### src/rtl/if_fetch_unit_pkg.sv
// rtl/if_fetch_unit_pkg.sv - shared widths, NOP encoding and FSM state type for the fetch stage
package if_fetch_unit_pkg;

  localparam int XLEN = 64;
  localparam int ILEN = 32;

  // addi x0,x0,0: the bubble presented to IF/ID when no instruction is held
  localparam logic [ILEN-1:0] NOP_INSTR = 32'h0000_0013;

  typedef enum logic [1:0] {
    REQ  = 2'd0,   // request outstanding to imem, waiting for gnt
    WAIT = 2'd1,   // granted, waiting for rvalid
    HOLD = 2'd2    // instruction presented to IF/ID, waiting for fetch_ready
  } fetch_state_t;

endpackage

### src/rtl/if_fetch_unit_if.sv
// rtl/if_fetch_unit_if.sv - instruction-memory request/response bus between fetch and imem
// Signals:
//   req    fetch -> imem  request valid
//   addr   fetch -> imem  request address, stable while req && !gnt
//   gnt    imem -> fetch  request accepted this cycle
//   rvalid imem -> fetch  read data valid, at least one cycle after gnt
//   rdata  imem -> fetch  instruction word
interface if_fetch_unit_if;
  import if_fetch_unit_pkg::*;

  logic            req;
  logic [XLEN-1:0] addr;
  logic            gnt;
  logic            rvalid;
  logic [ILEN-1:0] rdata;

  modport master (output req, addr, input gnt, rvalid, rdata);
  modport slave  (input req, addr, output gnt, rvalid, rdata);

endinterface

### src/rtl/if_fetch_unit.sv
// rtl/if_fetch_unit.sv - instruction-fetch stage: PC, imem requests, IF/ID writer with stall and redirect
// Ports:
//   clock, reset       rising-edge clock; asynchronous active-high reset
//   fetch_ready        IF/ID write enable from the hazard unit (0 = stall)
//   branch_taken       one-cycle redirect from EX; wins over every other event
//   branch_target      redirect PC, low two bits ignored
//   imem               instruction-memory bus (master side), one request in flight at most
//   fetch_valid        fetch_pc/fetch_instr hold a real instruction
//   fetch_pc           PC of the presented instruction
//   fetch_instr        presented instruction, NOP_INSTR whenever fetch_valid is low
//   stall_count        cycles spent holding a valid instruction that IF/ID refused
module if_fetch_unit
  import if_fetch_unit_pkg::*;
#(
  parameter logic [XLEN-1:0] RESET_PC  = '0,
  parameter logic [ILEN-1:0] NOP_INSTR = if_fetch_unit_pkg::NOP_INSTR
) (
  input  logic              clock,
  input  logic              reset,
  input  logic              fetch_ready,
  input  logic              branch_taken,
  input  logic [XLEN-1:0]   branch_target,
  if_fetch_unit_if.master   imem,
  output logic              fetch_valid,
  output logic [XLEN-1:0]   fetch_pc,
  output logic [ILEN-1:0]   fetch_instr,
  output logic [31:0]       stall_count
);

  fetch_state_t    state_q, state_d;
  logic [XLEN-1:0] pc_q, pc_d;
  logic            drop_q, drop_d;
  logic            valid_d;
  logic            capture;
  logic            req_c;
  logic [ILEN-1:0] instr_q;
  logic [XLEN-1:0] target;

  assign target = branch_target & ~XLEN'(3);

  // Reset gates the request so nothing escapes while reset is held.
  assign imem.req  = req_c & ~reset;
  assign imem.addr = pc_q;

  assign fetch_instr = fetch_valid ? instr_q : NOP_INSTR;

  always_ff @(posedge clock or posedge reset) begin
    if (reset) begin
      state_q <= REQ;
      pc_q    <= RESET_PC;
      drop_q  <= 1'b0;
    end else begin
      state_q <= state_d;
      pc_q    <= pc_d;
      drop_q  <= drop_d;
    end
  end

  always_comb begin
    state_d = state_q;
    pc_d    = pc_q;
    drop_d  = drop_q;
    valid_d = fetch_valid;
    capture = 1'b0;
    req_c   = 1'b0;
    unique case (state_q)
      REQ: begin
        req_c = 1'b1;
        if (branch_taken) begin
          pc_d = target;
          // A grant coinciding with the redirect still leaves a response in
          // flight for the stale address; wait it out and throw it away.
          if (imem.gnt) begin
            state_d = WAIT;
            drop_d  = 1'b1;
          end
        end else if (imem.gnt) begin
          state_d = WAIT;
        end
      end
      WAIT: begin
        if (branch_taken) begin
          pc_d = target;
          if (imem.rvalid) begin
            state_d = REQ;
            drop_d  = 1'b0;
          end else begin
            drop_d  = 1'b1;
          end
        end else if (imem.rvalid) begin
          if (drop_q) begin
            state_d = REQ;
            drop_d  = 1'b0;
          end else begin
            capture = 1'b1;
            valid_d = 1'b1;
            state_d = HOLD;
          end
        end
      end
      HOLD: begin
        if (branch_taken) begin
          pc_d    = target;
          valid_d = 1'b0;
          state_d = REQ;
        end else if (fetch_ready) begin
          pc_d    = pc_q + XLEN'(4);
          valid_d = 1'b0;
          state_d = REQ;
        end
      end
      default: begin
        state_d = REQ;
      end
    endcase
  end

  always_ff @(posedge clock or posedge reset) begin
    if (reset) begin
      fetch_valid <= 1'b0;
      fetch_pc    <= '0;
      instr_q     <= NOP_INSTR;
      stall_count <= '0;
    end else begin
      fetch_valid <= valid_d;
      if (capture) begin
        fetch_pc <= pc_q;
        instr_q  <= imem.rdata;
      end
      if (fetch_valid && !fetch_ready && !branch_taken) begin
        stall_count <= stall_count + 32'd1;
      end
    end
  end

endmodule

### src/flat_wrapper.sv
// flat-port wrapper written by rule: the top's interface ports become plain ports
module if_fetch_unit_flat import if_fetch_unit_pkg::*;
#(
  parameter logic [XLEN-1:0] RESET_PC  = '0,
  parameter logic [ILEN-1:0] NOP_INSTR = if_fetch_unit_pkg::NOP_INSTR
)
  (clock, reset, fetch_ready, branch_taken, branch_target, fetch_valid, fetch_pc, fetch_instr, stall_count, imem_req, imem_addr, imem_gnt, imem_rvalid, imem_rdata);
  if_fetch_unit_if imem_i ();
  input  logic clock;
  input  logic reset;
  input  logic fetch_ready;
  input  logic branch_taken;
  input  logic [XLEN-1:0] branch_target;
  output logic fetch_valid;
  output logic [XLEN-1:0] fetch_pc;
  output logic [ILEN-1:0] fetch_instr;
  output logic [31:0] stall_count;
  output wire logic [$bits(imem_i.req)-1:0] imem_req;
  output wire logic [$bits(imem_i.addr)-1:0] imem_addr;
  input wire logic [$bits(imem_i.gnt)-1:0] imem_gnt;
  input wire logic [$bits(imem_i.rvalid)-1:0] imem_rvalid;
  input wire logic [$bits(imem_i.rdata)-1:0] imem_rdata;
  assign imem_req = imem_i.req;
  assign imem_addr = imem_i.addr;
  assign imem_i.gnt = imem_gnt;
  assign imem_i.rvalid = imem_rvalid;
  assign imem_i.rdata = imem_rdata;
  if_fetch_unit #(.RESET_PC(RESET_PC), .NOP_INSTR(NOP_INSTR)) u_core (.clock(clock), .reset(reset), .fetch_ready(fetch_ready), .branch_taken(branch_taken), .branch_target(branch_target), .imem(imem_i), .fetch_valid(fetch_valid), .fetch_pc(fetch_pc), .fetch_instr(fetch_instr), .stall_count(stall_count));
endmodule
### config.mk
export PLATFORM = sky130hd
export DESIGN_NAME = if_fetch_unit_flat
export DESIGN_NICKNAME = d
export VERILOG_FILES = /design/src/rtl/if_fetch_unit_pkg.sv /design/src/rtl/if_fetch_unit_if.sv /design/src/rtl/if_fetch_unit.sv /design/src/flat_wrapper.sv
export SDC_FILE = /design/constraint.sdc
export NUM_CORES = 1
export LEC_CHECK = 0
export CAP_MARGIN = 40
export CORE_MARGIN = 2
export CORE_UTILIZATION = 40
export CTS_CLUSTER_SIZE = 8
export DETAILED_ROUTE_END_ITERATION = 10
export PLACE_DENSITY = 0.7
export SYNTH_ARGS = -nofsm -noshare
export SYNTH_HDL_FRONTEND = slang
export SYNTH_SLANG_ARGS = --single-unit
### constraint.sdc
create_clock -name clock -period 7.6 [get_ports clock]
set_input_delay 1.9 -clock clock [delete_from_list [all_inputs] [get_ports clock]]
set_output_delay 1.9 -clock clock [all_outputs]
set_load 0.02 [all_outputs]
# --- Word-level counts from Yosys, hierarchy flattened ---
# Cells that the tools add are included.
# W data, S select, Z words.
word_totals:
  n_memories: 0
  ram_bits: 0
  mem_bits_ro: 0
  reg_bits: 196
  wordCells: 64
  latchBits: 0
  in_bits: 102
  output_inout_bits: 194
op_classes:
  n_eq_ne: 10
  bitwise_logic: 2
  n_mux: 30
  addsub: 2
  n_div: 0
  magnitude_cmp: 0
  shifts: 0
  n_mul: 0
  reduce_logical: 13
ops:
  columns: ["operator", "n"]
  rows:
  - ["$mux W64", 3]
  - ["$pmux W64 S2", 1]
  - ["$add A64 B3 Y64 const B", 1]
  - ["$add A32 B1 Y32 const B", 1]
  - ["$mux W32", 1]
  - ["$mux W1", 15]
  - ["$mux W2", 7]
  - ["$ne A2 B2 Y1 const B", 5]
  - ["$ne A3 B3 Y1 const B", 2]
  - ["$pmux W2 S3", 1]
  - ["$reduce_and A3 Y1", 2]
  - ["$reduce_bool A2 Y1", 3]
  - ["$reduce_and A5 Y1", 1]
  - ["$pmux W1 S2", 2]
  - ["$reduce_and A4 Y1", 1]
  - ["$eq A2 B1 Y1 const B", 1]
  - ["$eq A2 B2 Y1 const B", 1]
  - ["$logic_and A1 B1 Y1", 2]
  - ["$logic_not A1 Y1", 2]
  - ["$logic_not A2 Y1", 1]
  - ["$ne A2 B1 Y1 const B", 1]
  - ["$reduce_or A2 Y1", 1]
  - ["$and A1 B1 Y1", 1]
  - ["$not A1 Y1", 1]

# --- Longest topological paths before layout ---
# Gate-level depths: netlist of the first run.
logic_depth:
  depth_word: 4
  depth_mapped: 8
  mapped_depth_nobuf: 6

# --- Least setup slack after synthesis of the first run ---
# No wires, ideal clock.
synth_timing:
  path_kind: "input-to-output"
  from: "input reset"
  to: "output imem_req"
  stages: 1
  path_slack_ns: 3.345
  t_required_ns: 5.700
  arrival_time_ns: 2.355
  n_path_buf: 0
  path_cell_list: "nor3_1"
synth_between:
  elab_chain_cells: 2
synth_lines:
  columns: ["item", "line", "rtl"]
  rows:
  - ["start: declaration", "flat_wrapper.sv:10", "input logic reset;"]
  - ["$not A1 Y1", "if_fetch_unit.sv:42", "assign imem.req = req_c & ~reset;"]
  - ["$and A1 B1 Y1", "if_fetch_unit.sv:42", null]
  - ["end: declaration", "flat_wrapper.sv:18", "output wire logic [$bits(imem_i.req)-1:0] imem_req;"]
# No other way between the ends.

# --- Worst setup path after layout of the first run ---
# Ends and elaborated chain as after synthesis.

==> impl_metrics.py, run 1 <==
metrics = {
    "floorplanning": {
        "die_h_um": 159,
        "num_rows": 56,
        "core_area_um2": 23500,
        "start_util_pct": 40.8,
        "die-area_um2": 25200,
        "pin_count": 296,
        "chipWidth_um": 159,
    },
    "worst_setup_path": {
        "criticalPathCategory": "input pin to output pin",
        "critPathMaxFanout": 2,
        "crit_arrival_ns": 3.20,
        "worstPathRequired_ns": 5.70,
        "start_kind": "input pin",
        "cp-end-kind": "output pin",
    },
    "clock_network": {
        "clock_sinks": 192,
        "cts-htree-levels": 4,
        "cts_tree": "done",
        "cts_buffers": 17,
        "cts_root_buf": "clkbuf_16",
        "cts_setup_buffers": 0,
        "ctsResizeCount": 0,
        "clk_path_buf_depth": 2,
        "holdBufCountCts": 0,
        "insertion_delay_ns": 0.44,
        "clk_pin_slew_ns": 0.08,
    },
    "synth": {
        "yosysTopAreaCellShare_pct": 49.4,
        "yosysSeqAreaShare_pct": 50.2,
        "synth_edf_count": 0,
        "synth_warnings": 0,
        "synthFlopType": "dfrtp_1",
        "synth_area_per_cell_um2": 10.3,
        "ys_types": 63,
        "netlist.top_cell.by_area": "dfrtp_1",
        "synthTopCellsByArea": "dfrtp_1 49%, mux2_2 10%, nand3_1 3.1%",
        "synthArstFlopShare_pct": 100,
        "syn_area_um2": 9570,
        "synth-seq-cells": 192,
        "synth_cells": 933,
    },
    "sta": {
        "max_freq_mhz": 196,
        "relSlewSlack_pct": 38.5,
        "setup_viol": 0,
        "grt_setup_unrepaired": "no",
        "finalHoldViolations": 0,
        "drv_slew": 0,
        "tns_ns": 0,
        "worst_pin_slew_ns": 0.909,
        "fin_skew_ns": 0.0112,
        "period_share_pct": 67.2,
        "finalCriticalPeriod_ns": 5.10,
        "hold_ws_ns": 0.478,
    },
    "worst_hold_path": {
        "hp-class": "flop to flop",
    },
    "detailed_routing": {
        "drt-initial-drc-count": 580,
        "wl_per_cell_um": 19.5,
        "dr_total_vias": 8625,
        "drc_errors": 0,
        "routed_wl_um": 29600,
        "drt_first_pass_iters": 5,
        "postRouteAntennaNets": 0,
        "via_per_inst": 5.67,
    },
    "pwr": {
        "vdd_drop_max_mv": 0.180,
        "leakage_nw": 5.30,
        "power.density_nw_per_um2": 331,
        "finalPower_mw": 4.43,
    },
    "final_layout": {
        "final_cell_mix": "289 x clkdlybuf4s50_1, 189 x dfrtp_1, 89 x mux2_2",
        "drive_gt1_share_pct": 12.7,
        "utilization_pct": 57.0,
        "area_growth_syn_to_layout_pct": 39.8,
        "fin_cells": 1520,
        "nFillCells": 2074,
        "num_antenna_cells": 0,
        "final_common_cell": "clkdlybuf4s50_1",
        "nNetsFinal": 1292,
    },
    "placement": {
        "placed_cells": 1488,
        "hpwl_um": 20600,
        "port-buffer-count": 289,
        "routabilityCongestion": 0.861,
    },
    "global_route": {
        "grt_usage_pct": 23.5,
        "antenna_found_initial": 1,
        "grt_max_degree": 106,
        "grt_pass1_vias": 8333,
        "grt_pass1_wl_um": 46100,
        "grt.overflow.total": 0,
    },
    "run": {
        "cap_violations": 0,
    },
    "run_status": {
        "status": "finished, final reports clean",
    },
}
## Yosys cell counts, types with 3 or more instances
cell       number
o22ai_1        13
a22oi_1         5
buf_4           4
nor2_1         37
nand3_1        59
nor3b_1         6
mux2i_1         6
o211ai_1        9
and3_1         18
dfstp_2         3
dfrtp_1       189
or4_1          12
or2_2           4
buf_1           6
a21oi_1        43
xor2_1          9
a211oi_1       10
nor3_1         40
nand4_1        39
o31ai_1         4
nand2_1        68
nor4_1         17
o21ai_0        29
and2_1         34
and4_1         11
clkbuf_1       56
a311oi_1        7
a2bb2oi_1       8
inv_1          11
o311ai_0        3
nand2b_1        5
o21bai_1        7
a21boi_0        8
or3_1           8
xnor2_1        22
mux2_2         89
## power by group
| part | leakage (nW) | internal (mW) | switching, mW |
|---|---|---|---|
| Sequential | 2.31 | 1.36 | 0.285 |
| Clock | 0.302 | 0.493 | 0.468 |
| Combinational | 2.68 | 0.941 | 0.882 |
## sequential cells by signal (all words and copies together) (netlist names)
name	count
u_core.imem.addr	62
u_core.state_q	2
u_core.stall_count	32
u_core.instr_q	32
u_core.drop_q	1
u_core.fetch_valid	1
u_core.fetch_pc	62
## through the flow
| step | instance area [um2] | setup slack, ns |
|---|---|---|
| 2_1_floorplan | 9580 | 0.478 |
| 3_3_place_gp | 12700 | 2.49 |
| 3_5_place_dp | 12800 | 2.49 |
| 4_1_cts | 13400 | 2.48 |
| 5_1_grt | 13400 | 2.43 |
| 6_report | 13400 | 2.50 |
## routing by layer
metal | wire length (um) | vias to the layer above | GRT usage (%)
met5 | 13 | - | 0
met4 | 685 | 2 | 7.51
met3 | 2350 | 51 | 5.93
met2 | 13900 | 357 | 37.9
met1 | 12600 | 4260 | 31.2
li1 | - | 3955 | -
## critical path: stages
cell	delay, ns
clkdlybuf4s50_1	0.51
nor3_1	0.17
clkdlybuf4s50_1	0.63
## final timing paths
check                                   startpoint                     end  slack, ns  depth (start not counted)
worst max-delay path                         reset                imem_req       2.50                          3
max in group asynchronous                    reset      u_core.fetch_pc[5]       4.12                          4
min in group asynchronous                    reset      u_core.instr_q[11]       1.84                          2
worst min register to register  u_core.fetch_pc[4]      u_core.fetch_pc[4]       0.48                          2
worst min-delay path            u_core.fetch_pc[4]      u_core.fetch_pc[4]       0.48                          2
worst max register to register  u_core.fetch_valid  u_core.stall_count[24]       4.73                          6
## area by class of cell
type / instances / area (um2) / share of cell area, %
well taps: 319 / 399 / 2.98
flip-flops and latches: 192 / 4810 / 36.0
clock buffers: 19 / 453 / 3.39
multi-input cells: 664 / 4480 / 33.5
inverters: 11 / 48.8 / 0.365
repair buffers: 302 / 3020 / 22.6
clock inverters: 13 / 169 / 1.26
## cells by family after synthesis
family	count (synthesis)	share of synthesized area [%]
AOI/OAI and AO/OA	165	11.4
xor gates and xnor gates	31	2.84
adders and majority gates	2	0.261
buffers and inverters	80	3.40
DFF	192	50.2
muxes	95	11.1
other	1	0.0392
and+or+nand+nor	367	20.8
Power figures use the tool's default switching activity.
==> run 2, diff against run 1 <==
Clock period 7.6 ns to 4.75 ns, I/O delays scaled along.
==> run 2 against run 1 <==
  * Utilization increased by 0.24 points
  * Combinational power is 62% higher
  * Worst hold slack lost 0.0088 ns
  * First-iteration DRC count unchanged
  * Clock power up 49%
  * Largest cell class unchanged
  * Register-to-register slack got worse by 2.8 ns
  * Largest power group unchanged
==> impl_metrics.py, run 2 (synthesis gave the netlist of run 1 again) <==
metrics = {
    "placement": {
        "placed_cells": 1495,
        "place_area_um2": 12900,
        "hpwl_um": 20600,
        "port-buffer-count": 289,
        "routabilityCongestion": 0.870,
    },
    "floorplanning": {
        "num_rows": 56,
        "chipWidth_um": 159,
        "start_util_pct": 40.8,
        "core_area_um2": 23500,
        "pin_count": 296,
        "die_h_um": 159,
        "die-area_um2": 25200,
    },
    "sta": {
        "tns_ns": 0,
        "worst_pin_slew_ns": 0.973,
        "relSlewSlack_pct": 34.2,
        "fin_skew_ns": 0.00926,
        "grt_setup_unrepaired": "no",
        "max_freq_mhz": 271,
        "setup_viol": 0,
        "period_share_pct": 77.6,
        "hold_ws_ns": 0.469,
        "drv_slew": 0,
        "finalHoldViolations": 0,
        "finalCriticalPeriod_ns": 3.69,
    },
    "final_layout": {
        "nNetsFinal": 1299,
        "num_antenna_cells": 0,
        "nFillCells": 2056,
        "final_common_cell": "clkdlybuf4s50_1",
        "area_growth_syn_to_layout_pct": 40.4,
        "drive_gt1_share_pct": 13.2,
        "utilization_pct": 57.2,
        "fin_cells": 1527,
        "final_cell_mix": "289 x clkdlybuf4s50_1, 189 x dfrtp_1, 89 x mux2_2",
        "stdcell_area_um2": 13400,
    },
    "detailed_routing": {
        "drc_errors": 0,
        "via_per_inst": 5.57,
        "postRouteAntennaNets": 0,
        "drt_first_pass_iters": 5,
        "routed_wl_um": 29000,
        "dr_total_vias": 8509,
        "wl_per_cell_um": 19.0,
        "drt-initial-drc-count": 580,
    },
    "global_route": {
        "grt_max_degree": 112,
        "grt_pass1_vias": 8355,
        "use_met2_pct": 37.3,
        "gr-max-usage-layer": "met2",
        "grt_usage_pct": 23.2,
        "grt.overflow.total": 0,
        "grt_pass1_wl_um": 45700,
        "met1_usage_pct": 30.7,
        "antenna_found_initial": 0,
        "use_met3_pct": 5.99,
    },
    "pwr": {
        "vdd_drop_max_mv": 0.286,
        "netSwitchingPower_mw": 2.58,
        "p_seq_share_pct": 37.4,
        "p_comb_share_pct": 42.0,
        "swShare_pct": 36.9,
        "p_int_mw": 4.41,
        "power.density_nw_per_um2": 520,
        "pwr-share-clk_pct": 20.5,
        "leakage_nw": 5.33,
    },
    "clock_network": {
        "clock_sinks": 192,
        "holdBufCountCts": 0,
        "clk_pin_slew_ns": 0.07,
        "cts-htree-levels": 4,
        "cts_tree": "done",
        "cts_buffers": 17,
        "ctsResizeCount": 0,
        "cts_root_buf": "clkbuf_16",
        "clk_path_buf_depth": 2,
        "cts_setup_buffers": 0,
        "insertion_delay_ns": 0.44,
    },
    "worst_setup_path": {
        "rr_worst_depth": 5,
        "critPathMaxFanout": 2,
        "start_kind": "input pin",
        "criticalPathCategory": "input pin to output pin",
        "r2r_setup_slack_ns": 1.96,
        "cp-end-kind": "output pin",
        "endpoint": "imem_req",
        "r2r_end": "u_core.imem.addr[60]",
        "crit_arrival_ns": 2.50,
        "worstPathRequired_ns": 3.56,
        "setup.worst_path.start": "reset",
        "r2r_start": "u_core.imem.addr[26]",
    },
    "run_status": {
        "status": "finished, final reports clean",
    },
    "run": {
        "cap_violations": 0,
    },
    "worst_hold_path": {
        "worstHoldStart": "u_core.stall_count[31]",
        "hp-class": "flop to flop",
    },
}
-- run 2: cell types whose count changed in the layout (fill, tap and decap cells not counted), moves of 2 or more --
cell and delta:
clkinv_4 +4, buf_12 +3, buf_4 +3, clkinv_8 -3
inv_8 -2
-- run 2: layout make-up --
cell class                 count  area, um2  area share (%)
inverter                      11       45.0           0.335
timing repair buffer         309       3130            23.3
tap                          319        399            2.97
sequential                   192       4810            35.8
clock buffer                  19        453            3.37
multi-input combinational    664       4480            33.3
clock inverter                13        119           0.885
-- run 2: metal layers --
| layer | wire [um] | part of all wire [%] |
|---|---|---|
| met1 | 12400 | 43 |
| met2 | 13700 | 47 |
| met3 | 2240 | 7.7 |
| met4 | 680 | 2.3 |
| met5 | 0 | 0 |
-- run 2: critical path, stage by stage --
cell and delay [ns]:
clkdlybuf4s50_1 0.46, nor3_1 0.19, clkdlybuf4s50_1 0.66
-- run 2: power groups by stage --
stage	Clock (mW)	Combinational, mW	Sequential, mW
finish	1.43	2.94	2.62
global route	1.52	3.13	2.70
CTS	1.46	2.97	2.62
detailed placement	0	2.96	2.65
global placement	0	2.89	2.64
floorplan	0	1.10	3.00
-- run 2: metrics by stage --
step | worst slack (ns) | power [mW]
detailed placement | 0.903 | 5.60
global placement | 0.895 | 5.52
global route | 1.04 | 7.36
finish | 1.06 | 6.99
floorplan | 1.09 | 4.10
CTS | 1.06 | 7.05
-- run 2: worst min path at each step --
stage,to,slack [ns],cells past startpoint
floorplan,u_core.drop_q,0.46,2
global placement,u_core.stall_count[31],0.46,1
detailed placement,u_core.stall_count[31],0.47,1
CTS,u_core.stall_count[31],0.48,1
global route,u_core.stall_count[31],0.49,1
finish,u_core.stall_count[31],0.47,1
==> run 3, diff against run 2 <==
Clock period 4.75 ns to 3.6 ns, I/O delays scaled along.
==> run 3 against run 2 <==
  * Clock skew is 0.0034 ns higher
  * Setup slack worse by 0.56 ns
  * Worst hold slack gained 0.0046 ns
  * Global-route usage grew 0.42 points
  * Register-to-register slack lost 1.1 ns
  * Sequential power rose by 31%
  * Sequential share of layout area decreased by 0.16 points
  * Cell count is 0.46% higher
  * First-iteration DRC count grew 2.2%
  * Highest routed layer is now met5
  * Cell area increased by 0.45%
==> impl_metrics.py, run 3 (synthesis gave the netlist of run 1 again) <==
metrics = {
    "clock_network": {
        "holdBufCountCts": 0,
        "cts_setup_buffers": 0,
        "clk_path_buf_depth": 2,
        "cts-htree-levels": 4,
        "insertion_delay_ns": 0.44,
        "cts_tree": "done",
        "clock_sinks": 192,
        "cts_buffers": 17,
        "clk_pin_slew_ns": 0.08,
        "ctsResizeCount": 0,
        "cts_root_buf": "clkbuf_16",
    },
    "worst_setup_path": {
        "path_delay_family": "buffers and inverters",
        "start_kind": "input pin",
        "worstPathCellList": "clkdlybuf4s50_1 > nor3_1 > clkdlybuf4s50_1",
        "crit_top_cell": "clkdlybuf4s50_1",
        "crit_arrival_ns": 2.19,
        "cp-end-kind": "output pin",
        "critPathMaxFanout": 2,
        "slowest_stage": "clkdlybuf4s50_1",
        "worstPathRequired_ns": 2.70,
        "worst-path-buf-inv": 2,
        "critPathMaxStageDelay_ns": 0.64,
        "criticalPathCategory": "input pin to output pin",
    },
    "detailed_routing": {
        "drt-initial-drc-count": 593,
        "routed_wl_um": 29500,
        "via_per_inst": 5.60,
        "dr_total_vias": 8593,
        "drc_errors": 0,
        "postRouteAntennaNets": 0,
        "drt_first_pass_iters": 5,
        "wl_per_cell_um": 19.2,
    },
    "global_route": {
        "grt.overflow.total": 0,
        "grt_max_degree": 91,
        "grt_pass1_wl_um": 46100,
        "grt_pass1_vias": 8309,
        "grt_usage_pct": 23.6,
        "antenna_found_initial": 1,
    },
    "floorplanning": {
        "core_area_um2": 23500,
        "start_util_pct": 40.8,
        "num_rows": 56,
        "chipWidth_um": 159,
        "pin_count": 296,
        "die-area_um2": 25200,
        "die_h_um": 159,
    },
    "sta": {
        "finalHoldViolations": 0,
        "tns_ns": 0,
        "period_share_pct": 86.0,
        "relSlewSlack_pct": 52.7,
        "setup_viol": 0,
        "max_freq_mhz": 323,
        "fin_skew_ns": 0.0127,
        "drv_slew": 0,
        "worst_pin_slew_ns": 0.704,
        "hold_ws_ns": 0.474,
        "finalCriticalPeriod_ns": 3.09,
        "setup_ws_ns": 0.506,
        "grt_setup_unrepaired": "no",
    },
    "run": {
        "cap_violations": 0,
    },
    "run_status": {
        "status": "finished, final reports clean",
    },
    "final_layout": {
        "nNetsFinal": 1306,
        "area_growth_syn_to_layout_pct": 41.0,
        "drive_gt1_share_pct": 13.7,
        "fin_cells": 1534,
        "final_cell_mix": "289 x clkdlybuf4s50_1, 189 x dfrtp_1, 89 x mux2_2",
        "final_common_cell": "clkdlybuf4s50_1",
        "num_antenna_cells": 0,
    },
    "pwr": {
        "finalPower_mw": 9.25,
        "vdd_drop_max_mv": 0.431,
        "leakage_nw": 5.36,
        "power.density_nw_per_um2": 686,
    },
    "placement": {
        "dp_slack_ns": 0.469,
        "routabilityCongestion": 0.877,
        "placed_cells": 1502,
        "hpwl_um": 20900,
        "port-buffer-count": 289,
    },
    "worst_hold_path": {
        "hp-class": "flop to flop",
    },
}
-- run 3: layout make-up --
type | count | area (um2)
fill | 2008 | 9980
sequential | 192 | 4810
multi-input combinational | 664 | 4480
timing repair buffer | 316 | 3180
clock buffer | 20 | 457
tap | 319 | 399
clock inverter | 12 | 120
inverter | 11 | 45.0
-- run 3: stage by stage --
step / util (%) / cell area, um2
global placement: 55.0 / 12900
global route: 57.5 / 13500
floorplan: - / 9580
finish: 57.5 / 13500
detailed placement: 55.0 / 12900
CTS: 57.5 / 13500
-- run 3: where the power goes --
group | switching (mW) | internal [mW]
combinational | 1.90 | 2.01
clock | 0.951 | 0.957
sequential | 0.570 | 2.87
-- run 3: path summary, 6_finish.rpt --
kind / from / to / depth (start not counted) / slack [ns]
worst max-delay path: reset / imem_req / 3 / 0.51
worst min-delay path: u_core.stall_count[31] / u_core.stall_count[31] / 1 / 0.47
worst max register to register: u_core.imem.addr[2] / u_core.imem.addr[58] / 6 / 0.82
worst min register to register: u_core.stall_count[31] / u_core.stall_count[31] / 1 / 0.47
max in group asynchronous: reset / u_core.imem.addr[49] / 3 / 1.86
min in group asynchronous: reset / u_core.fetch_pc[63] / 2 / 0.88
-- run 3: metal layers --
layer  track usage, %  wire length, um  part of all wire (%)  up-vias
met1             31.3            12500                    42     4213
li1                 -                -                     -     3981
met4             6.48              455                   1.5        2
met2             38.2            14000                    47      365
met5                0                8                 0.027        -
met3             6.51             2550                   8.6       32
